**src/rtl/instr_fetch_unit_pkg.sv**
```systemverilog
// Shared CPU definitions: fetch-state encoding, instruction/address widths, opcode field.
// Latency: n/a (types and constants only).
// Backpressure: n/a.
package instr_fetch_unit_pkg;

  localparam int INSTR_W = 16;
  localparam int DEFAULT_ADDR_W = 16;
  localparam logic [15:0] DEFAULT_RESET_PC = 16'h0000;

  // Opcode field location, shared so fetch and decode agree on the split.
  localparam int OPCODE_MSB = 15;
  localparam int OPCODE_LSB = 12;
  localparam int OPCODE_W = OPCODE_MSB - OPCODE_LSB + 1;

  typedef enum logic [2:0] {
    S_IDLE,
    S_ISSUE,
    S_WAIT,
    S_HOLD,
    S_DROP
  } fetchState_t;

  function automatic logic [OPCODE_W-1:0] getOpcode(input logic [INSTR_W-1:0] word);
    return word[OPCODE_MSB:OPCODE_LSB];
  endfunction

endpackage

```
**src/rtl/instr_fetch_unit.sv**
```systemverilog
// Instruction fetch: PC, single-outstanding memory fetch, instruction register to decode.
// Latency: ISSUE -> WAIT -> HOLD, one instruction per 3 cycles with 1-cycle memory.
// Backpressure: instr held stable until instr_ready; no new fetch issued while held.
// Optional accepted-instruction counter on fetch_count when IFU_PERF_CNT_EN is defined.
module instr_fetch_unit
  import instr_fetch_unit_pkg::*;
#(
  parameter int ADDR_W = DEFAULT_ADDR_W,
  parameter logic [ADDR_W-1:0] RESET_PC = ADDR_W'(DEFAULT_RESET_PC)
) (
  input  logic               clk,
  input  logic               rst_n,
  input  logic               fetch_en,
  output logic               mem_req,
  output logic [ADDR_W-1:0]  mem_addr,
  input  logic [INSTR_W-1:0] mem_rdata,
  input  logic               mem_rvalid,
  input  logic               redirect_valid,
  input  logic [ADDR_W-1:0]  redirect_pc,
  output logic [INSTR_W-1:0] instr,
  output logic [ADDR_W-1:0]  instr_pc,
  output logic               instr_valid,
  input  logic               instr_ready,
  output logic [31:0]        fetch_count
);

  fetchState_t state;
  logic [ADDR_W-1:0] pc;
  logic accept;

  localparam logic [ADDR_W-1:0] PC_STEP = {{(ADDR_W-1){1'b0}}, 1'b1};

  // A redirect in the same cycle kills the handshake, so it never counts as an accept.
  assign accept = instr_valid && instr_ready && !redirect_valid;

  assign mem_req = (state == S_ISSUE) && fetch_en;
  assign mem_addr = pc;

  // Fetch FSM: PC, instruction register and state; redirect overrides everything.
  always_ff @(posedge clk or negedge rst_n) begin
    if (!rst_n) begin
      state       <= S_IDLE;
      pc          <= RESET_PC;
      instr       <= '0;
      instr_pc    <= '0;
      instr_valid <= 1'b0;
    end else if (redirect_valid) begin
      pc          <= redirect_pc;
      instr_valid <= 1'b0;
      case (state)
        // Response still due: it must be swallowed unless it lands this very cycle.
        S_WAIT:  state <= mem_rvalid ? S_ISSUE : S_DROP;
        S_DROP:  state <= S_DROP;
        // A request leaving now carries the old pc; its answer is stale.
        S_ISSUE: state <= fetch_en ? S_DROP : S_ISSUE;
        default: state <= S_ISSUE;
      endcase
    end else begin
      case (state)
        S_IDLE: state <= S_ISSUE;
        S_ISSUE: begin
          if (fetch_en) state <= S_WAIT;
        end
        S_WAIT: begin
          if (mem_rvalid) begin
            instr       <= mem_rdata;
            instr_pc    <= pc;
            pc          <= pc + PC_STEP;
            instr_valid <= 1'b1;
            state       <= S_HOLD;
          end
        end
        S_HOLD: begin
          if (accept) begin
            instr_valid <= 1'b0;
            state       <= S_ISSUE;
          end
        end
        S_DROP: begin
          if (mem_rvalid) state <= S_ISSUE;
        end
        default: state <= S_IDLE;
      endcase
    end
  end

`ifdef IFU_PERF_CNT_EN
  logic [31:0] fetchCount;

  // Count instructions actually consumed by decode; wraps naturally at 2^32.
  always_ff @(posedge clk or negedge rst_n) begin
    if (!rst_n) begin
      fetchCount <= 32'h0;
    end else if (accept) begin
      fetchCount <= fetchCount + 32'd1;
    end
  end

  assign fetch_count = fetchCount;
`else
  assign fetch_count = 32'h0;
`endif

endmodule

```
**config.mk**
```make
export PLATFORM = sky130hd
export DESIGN_NAME = instr_fetch_unit
export DESIGN_NICKNAME = d
export VERILOG_FILES = /design/src/rtl/instr_fetch_unit_pkg.sv /design/src/rtl/instr_fetch_unit.sv
export SDC_FILE = /design/constraint.sdc
export NUM_CORES = 1
export LEC_CHECK = 0
export BUFFER_PORTS_ARGS = -buffer_cell sky130_fd_sc_hd__clkbuf_2
export CAP_MARGIN = 20
export CORE_ASPECT_RATIO = 1.25
export CORE_MARGIN = 8
export CORE_UTILIZATION = 40
export DETAILED_ROUTE_END_ITERATION = 10
export PLACE_DENSITY = 0.79
export SKIP_CTS_REPAIR_TIMING = 1
export SLEW_MARGIN = 20
export SYNTH_ARGS = -nofsm -noshare
export SYNTH_HDL_FRONTEND = slang
export SYNTH_SLANG_ARGS = --single-unit
export TNS_END_PERCENT = 1
```
**constraint.sdc**
```tcl
create_clock -name clk -period 3.45 [get_ports clk]
set_input_delay 0.345 -clock clk [delete_from_list [all_inputs] [get_ports clk]]
set_output_delay 0.345 -clock clk [all_outputs]
set_load 0.01 [all_outputs]
```
# Yosys cells after proc, flatten, opt, wreduce, memory -nomap -nowiden

Index checks and enable logic that the tools add are counted.

Input port bits: 38
Logic and storage cells: 43
Register bits after elaboration: 52

Equal/unequal tests: 8
Bitwise operators: 1
Reductions and logical operators: 12
Muxes and demuxes: 16
Add/sub/neg operators: 1

Operator list:

| cell                                          | number |
|---|---|
| 2-to-1 mux 16 bit                             | 3 |
| 2-to-1 mux 3 bit                              | 7 |
| adder 16 x 1 -> 16 bit, second input constant | 1 |
| one-hot mux 3 bit (5 select lines)            | 1 |
| inequality test 3 bit, second input constant  | 4 |
| one-hot mux 3 bit (3 select lines)            | 1 |
| == test 3 x 2 -> 1 bit, second input constant | 2 |
| AND reduction 3 bit                           | 2 |
| AND reduction 4 bit                           | 1 |
| nonzero test 2 bit                            | 2 |
| == test 3 x 1 -> 1 bit, second input constant | 1 |
| == test 3 bit, second input constant          | 1 |
| logical AND 1 bit                             | 3 |
| zero test 3 bit                               | 1 |
| 2-to-1 mux 1 bit                              | 3 |
| nonzero test 3 bit                            | 1 |
| one-hot mux 1 bit (2 select lines)            | 1 |
| AND reduction 2 bit                           | 1 |
| zero test 1 bit                               | 1 |
| inverter 1 bit                                | 1 |

# Longest topological paths before layout

Gate-level depths: netlist of the first run.

Word-level depth: 5
Mapped depth: 6

# Least setup slack after synthesis of the first run

OpenSTA, ideal clock, no wires.

Kind: register -> register
Start: register state[2]
End: register pc[9], in the netlist mem_addr[9]
Buffers on the path: 2
Stages on the path, launching flop included: 7
Path slack: 1709 ps
Data required time: 3326 ps
Arrival: 1618 ps
Setup time: 124 ps
Period minus slack after synthesis: 1741 ps
Cell sequence: dfrtp_1 > buf_6 > nand4bb_1 > buf_6 > or2_1 > o31a_1 > o31a_1

Word-level cells in the longest chain between the ends: 3

Ends and longest elaborated chain:

| what                                 | RTL line               | RTL |
|---|---|---|
| from (decl)                          | instr_fetch_unit.sv:27 | `fetchState_t state;` |
| from (signal assigned)               | instr_fetch_unit.sv:52 | `S_WAIT: state <= mem_rvalid ? S_ISSUE : S_DROP;` |
| from (signal assigned)               | instr_fetch_unit.sv:55 | `S_ISSUE: state <= fetch_en ? S_DROP : S_ISSUE;` |
| == test 3 x 2 -> 1 bit               | instr_fetch_unit.sv:59 | `case (state)` |
| nonzero test 2 bit (no source line)  | -                      |  |
| AND reduction 2 bit (no source line) | -                      |  |
| to (signal assigned)                 | instr_fetch_unit.sv:48 | `pc <= redirect_pc;` |
| to (signal assigned)                 | instr_fetch_unit.sv:68 | `pc <= pc + PC_STEP;` |
| to (decl)                            | instr_fetch_unit.sv:28 | `logic [ADDR_W-1:0] pc;` |

No other way between the ends.
A chain may end at the register's enable or synchronous reset.

# Worst setup path in the final report of the first run

Start: register state[2]
End: register instr[14]

Word-level cells in the longest chain between the ends: 2

Ends and longest elaborated chain:

| what                                 | RTL line               | RTL |
|---|---|---|
| == test 3 x 2 -> 1 bit               | instr_fetch_unit.sv:59 |  |
| AND reduction 3 bit (no source line) | -                      |  |
| to (signal assigned)                 | instr_fetch_unit.sv:66 | `instr <= mem_rdata;` |
| to (decl)                            | instr_fetch_unit.sv:20 | `output logic [INSTR_W-1:0] instr,` |

No other way between the ends.

==> reports/metrics.cfg, run 1 <==
[run_status]
status = complete, no violations

[pwr]
max-vdd-ir-drop_mv = 0.270
leakagePower_nw = 1.53
clkPwrFrac_pct = 20.7
swShare_pct = 32.4
internal_power_mw = 1.33
p_comb_share_pct = 31.3
total_power_mw = 1.96
cellPowerDensity_nw_per_um2 = 633
switching_power_uw = 634
seqPwrFrac_pct = 48.1

[yosys]
synth_area_leaders = dfrtp_1 (50%), mux2_2 (14%), buf_4 (9.2%)
synth_cells = 231
yosys.area.top_type = dfrtp_1
avgSynthCellArea_um2 = 11.3
yosys_most_used_dff = dfrtp_1
synth_edf_count = 0
ys_types = 44
ys_seq_elements = 52
async_flop_share_pct = 100
synth_top_area_share_pct = 49.8
yosysWarnings = 0
ys_seq_area_share_pct = 49.8
synth_area_um2 = 2610

[grt]
grt_pass1_wl_um = 9760
met1_usage_pct = 14.8
met2_usage_pct = 22.2
grt_pass1_vias = 2077
met3_usage_pct = 4.24
busiest_layer = met2
overflow = 0
antenna_found_initial = 0
grt_usage_pct = 13.1
grt_max_degree = 42

[sta]
setup_ws_ps = 1220
finalSetupViolCount = 0
slew_headroom_pct = 40.9
finClkSkew_ps = 8.76
fin_tns_setup_ps = 0
worst_slew_pin_slew_ps = 887
period_minus_slack_ps = 2230
hold_viol_final = 0
finalCritPeriodShare_pct = 64.6
slew_violations = 0
fmaxAchievable_mhz = 448
rsz0062_at_grt = false

[detailed_routing]
wl_um = 6090
drc = 0
drt_iter0_markers = 74
postRouteAntennaNets = 0
viasPerCell = 4.80
first_pass_iters = 4
vias = 1936
avgRoutedWirePerCell_um = 15.1

[layout]
fillers = 619
layout-drive-gt1-share_pct = 42.1
diodes = 0
stdcell_area_um2 = 3100
stdcell_count = 403
area_growth_pct = 18.5
final_nets = 354
regArea_um2 = 1300
multi_input_area_um2 = 1110

[critical_path]
startpoint_type = flop
worstSetupPathType = reg2reg
endpoint_kind = flop
ff2ff_path_depth = 4
cp.arrival_ps = 2420
cp_data_required_time_ps = 3640
crit_fanout = 27

[clock_tree]
cts.clk_slew.worst_paths_ps = 90
root_buffer = clkbuf_8
cts_tree = built
numCtsBuffers = 5
cts_max_level = 2
clock_sinks = 52
worstSkewPairLatency_ps = 300
cts_buffer_depth = 2

[die]
ios = 120
die_y_um = 106
die_w_um = 88.3
rows = 33
dieArea_um2 = 9390
start_util_pct = 40.6
core_area_um2 = 6440

[placement]
gp_congestion = 0.841
dp_slack_ps = 1230
port_buffers = 87
dpl.cell_count = 395
dp.final_hpwl_um = 4770
place_area_um2 = 2990

[hold_path]
hp-class = in2async

[job]
maxCapViolations = 0

-- metal layers --
metal | routed length, um | vias to the layer above
met5 | 0 | -
met2 | 3060 | 84
met4 | 104 | 0
met3 | 563 | 8
li1 | - | 919
met1 | 2370 | 925
-- final timing paths --
| path | start | endpoint | slack (ps) |
|---|---|---|---|
| setup / recovery | state[2]$_DFFE_PN0P_ | instr[14]$_DFFE_PN0P_ | 1220 |
| hold / removal | rst_n | mem_addr[5]$_DFFE_PN0P_ | 160 |
| setup reg to reg | state[2]$_DFFE_PN0P_ | instr[14]$_DFFE_PN0P_ | 1220 |
| hold reg to reg | instr[15]$_DFFE_PN0P_ | instr[15]$_DFFE_PN0P_ | 510 |
| max in group asynchronous | rst_n | mem_addr[15]$_DFFE_PN0P_ | 2580 |
| min in group clk | redirect_pc[8] | mem_addr[8]$_DFFE_PN0P_ | 250 |
-- cell type report --
type                            instances  area share [%]
Inverter                                5           0.606
Multi-Input combinational cell        162            35.8
Clock buffer                            6            2.34
Clock inverter                          2            1.13
Sequential cell                        52            42.0
Tap cell                               87            3.52
Timing Repair Buffer                   89            14.5
-- metrics by stage --
step / hold WS [ps] / util [%]
finish: 161 / 48.1
floorplan: 49.4 / -
global placement: 489 / 46.4
CTS: 226 / 48.1
global route: 248 / 48.1
detailed placement: 495 / 46.4
-- cell usage in the layout, fill, tap and decap left out, types with 2 or more instances in the layout --
cell type,count
a21oi_1,2
a31oi_1,4
buf_4,2
clkbuf_2,86
clkbuf_8,5
conb_1,32
dfrtp_1,52
inv_1,5
mux2_2,32
mux2i_1,2
nand2_1,17
nand3_1,6
nand4_1,4
nor2_1,8
nor3_1,6
nor4_1,4
o21ai_0,10
o31a_1,2
xnor2_1,6
xor2_1,3
-- cells in the mapped netlist (all sizes together) (2+ instances only) --
master / n
a21oi: 2
nand4: 5
nand3: 6
dfrtp: 52
mux2i: 2
buf: 38
nor3: 6
nor2: 9
mux2: 32
xor2: 3
nor4: 5
o21ai: 10
nand2: 17
o31a: 2
clkbuf: 5
a31oi: 4
xnor2: 6
inv: 5
-- kinds of logic after synthesis --
group | after synthesis | share of synthesized area, %
adder cells (fa/ha/maj) | 1 | 0.479
flip-flops | 52 | 49.8
buffers and inverters | 48 | 12.5
other | 1 | 0.143
XOR/XNOR | 9 | 3.02
AO/OA/AOI/OAI | 30 | 7.85
AND/OR/NAND/NOR | 56 | 11.7
multiplexers | 34 | 14.6
-- power groups by stage --
stage	sequential [mW]	clock [mW]	combinational, mW
finish	0.942	0.405	0.613
global route	0.973	0.448	0.668
CTS	0.944	0.421	0.626
detailed placement	0.957	0	0.625
global placement	0.942	0	0.607
floorplan	1.01	0	0.324
-- sequential cells by signal, summed over array words and instances, names as in the netlist --
name         cells
instr           16
instr_pc        16
mem_addr        16
state            3
instr_valid      1
-- worst max-delay path, stage by stage, from the launching register on --
cell	delay [ps]
dfrtp_1	480
nand4bb_1	530
nor2_4	330
buf_4	380
mux2_2	380
Note: power is estimated with default switching activity, not from simulation.
==> run 2: changes to the inputs <==
Settings changed: PLACE_DENSITY 0.79 to 0.82.
Clock period 3.45 ns to 1.9 ns, I/O delays scaled along.
==> run 2 against run 1 <==
  * The flow now finishes with violations (negative hold slack)
  * Via count increased by 0.15%
  * Sequential share of layout area decreased by 1.2 points
  * Combinational power increased by 97%
  * Die area unchanged
  * Critical path depth increased by 1
  * Non-clock buffer count increased by 9
  * Global-route usage decreased by 0.072 points
  * Clock skew increased by 6.2 ps
  * Utilization increased by 1.4 points
  * Total power increased by 81%
  * Clock-buffer cell count unchanged
  * First-iteration DRC count decreased by 6.8%
  * Largest cell class unchanged
  * Largest power group unchanged
==> reports/metrics.cfg, run 2 (synthesis results as in run 1) <==
[die]
core_area_um2 = 6440  ; unchanged
rows = 33  ; unchanged
ios = 120  ; unchanged
die_y_um = 106  ; unchanged
dieArea_um2 = 9390  ; unchanged
start_util_pct = 40.6  ; unchanged
die_w_um = 88.3  ; unchanged

[pwr]
leakagePower_nw = 1.57  ; was 1.53 nW
max-vdd-ir-drop_mv = 0.476  ; was 0.270 mV
total_power_mw = 3.54  ; was 1.96 mW
seqPwrFrac_pct = 47.0  ; was 48.1%
internal_power_mw = 2.35  ; was 1.33 mW
cellPowerDensity_nw_per_um2 = 1110  ; was 633 nW/um2
swShare_pct = 33.5  ; was 32.4%
clkPwrFrac_pct = 18.9  ; was 20.7%
switching_power_mw = 1.19  ; was 634 uW
p_comb_share_pct = 34.1  ; was 31.3%

[clock_tree]
numCtsBuffers = 5  ; unchanged
cts_buffer_depth = 2  ; unchanged
worstSkewPairLatency_ps = 310  ; was 300 ps
root_buffer = clkbuf_8  ; unchanged
cts_tree = built  ; unchanged
cts.clk_slew.worst_paths_ps = 100  ; was 90 ps
cts_max_level = 2  ; unchanged
clock_sinks = 52  ; unchanged

[detailed_routing]
viasPerCell = 4.71  ; was 4.80
wl_um = 6070  ; was 6090 um
drc = 0  ; unchanged
vias = 1939  ; was 1936
first_pass_iters = 4  ; unchanged
postRouteAntennaNets = 0  ; unchanged
avgRoutedWirePerCell_um = 14.7  ; was 15.1 um
drt_iter0_markers = 69  ; was 74

[critical_path]
cp_data_required_time_ps = 2130  ; was 3640 ps
startpoint_type = flop  ; unchanged
worstSetupPathType = reg2reg  ; unchanged
ff2ff_path_depth = 5  ; was 4
crit_fanout = 4  ; was 27
cp.arrival_ps = 2040  ; was 2420 ps
endpoint_kind = flop  ; unchanged

[layout]
layout-drive-gt1-share_pct = 44.9  ; was 42.1%
fillers = 594  ; was 619
layout_commonest_cell = clkbuf_2  ; unchanged
diodes = 0  ; unchanged
final_nets = 363  ; was 354
stdcell_count = 412  ; was 403
regArea_um2 = 1300  ; unchanged
area_growth_pct = 21.8  ; was 18.5%
final_cell_mix = clkbuf_2 (87), dfrtp_1 (52), mux2_2 (32), conb_1 (32), nand2_1 (17)  ; was clkbuf_2 (86), dfrtp_1 (52), mux2_2 (32), conb_1 (32), nand2_1 (17)
multi_input_area_um2 = 1130  ; was 1110 um2
stdcell_area_um2 = 3180  ; was 3100 um2

[grt]
grt_pass1_wl_um = 9750  ; was 9760 um
grt_usage_pct = 13.0  ; was 13.1%
grt_pass1_vias = 2036  ; was 2077
grt_max_degree = 53  ; was 42
antenna_found_initial = 0  ; unchanged
overflow = 0  ; unchanged

[sta]
fmaxAchievable_mhz = 554  ; was 448 MHz
rsz0062_at_grt = false  ; unchanged
period_minus_slack_ps = 1810  ; was 2230 ps
slew_headroom_pct = 56.6  ; was 40.9%
whs_ps = -1.82  ; was 161 ps
fin_tns_setup_ps = 0  ; unchanged
finClkSkew_ps = 14.9  ; was 8.76 ps
slew_violations = 0  ; unchanged
hold_viol_final = 12  ; was 0
worst_slew_pin_slew_ps = 651  ; was 887 ps
finalSetupViolCount = 0  ; unchanged
finalCritPeriodShare_pct = 95.0  ; was 64.6%

[placement]
place_area_um2 = 3070  ; was 2990 um2
gp_congestion = 0.820  ; was 0.841
dpl.cell_count = 404  ; was 395
dp.final_hpwl_um = 4700  ; was 4770 um
port_buffers = 87  ; unchanged

[job]
maxCapViolations = 0  ; unchanged

[hold_path]
hp-class = in2async  ; unchanged

[run_status]
status = finished, violations left  ; was complete, no violations
violations = negative hold slack

run 2: cell types whose count changed in the layout (fill, tap and decap cells not counted), sizes merged:
cell / previous run / this run
buf: 3 / 11
clkinvlp: 0 / 2
bufinv: 1 / 0
clkbuf: 92 / 93
clkinv: 1 / 0
run 2: critical path, cell delays in order, from the launching register on:
cell	delay [ps]
dfrtp_1	390
nand4bb_2	320
buf_4	210
nor4_4	260
or3b_1	360
a31oi_1	190
run 2: per-stage QoR:
| step | setup WS (ps) | util [%] |
|---|---|---|
| 2_1_floorplan | 159 | - |
| 3_5_place_dp | 100 | 47.6 |
| 5_1_grt | 18.9 | 49.4 |
| 4_1_cts | 78.3 | 49.2 |
| 6_report | 94.4 | 49.4 |
| 3_3_place_gp | 160 | 47.6 |
run 2: layout make-up:
| type | instances | share of cell area (%) |
|---|---|---|
| clock buffer | 6 | 2.59 |
| clock inverter | 2 | 0.472 |
| inverter | 5 | 0.589 |
| multi-input combinational | 162 | 35.4 |
| sequential | 52 | 40.9 |
| tap | 87 | 3.42 |
| timing repair buffer | 98 | 16.7 |
run 2: power groups by stage:
stage | Sequential, mW | Combinational, mW | Clock [mW]
2_1_floorplan | 1.83 | 0.589 | 0
3_3_place_gp | 1.66 | 1.18 | 0
3_5_place_dp | 1.69 | 1.22 | 0
4_1_cts | 1.67 | 1.22 | 0.690
5_1_grt | 1.72 | 1.31 | 0.736
6_report | 1.66 | 1.21 | 0.669
run 2: per-layer routing:
layer	global-route usage, %	wire length [um]	vias to the layer above
met5	0	0	-
met4	3.27	58	0
met3	3.70	595	6
met2	21.7	2940	87
met1	15.9	2480	913
li1	-	-	933
run 2: worst paths after layout:
kind,from,end,slack (ps)
worst max-delay path,state[2]$_DFFE_PN0P_,mem_addr[15]$_DFFE_PN0P_,90
worst min-delay path,rst_n,state[2]$_DFFE_PN0P_,-2
worst max register to register,state[2]$_DFFE_PN0P_,mem_addr[15]$_DFFE_PN0P_,90
worst min register to register,instr[12]$_DFFE_PN0P_,instr[12]$_DFFE_PN0P_,510
max in group asynchronous,rst_n,mem_addr[8]$_DFFE_PN0P_,1470
min in group clk,redirect_pc[7],mem_addr[7]$_DFFE_PN0P_,90
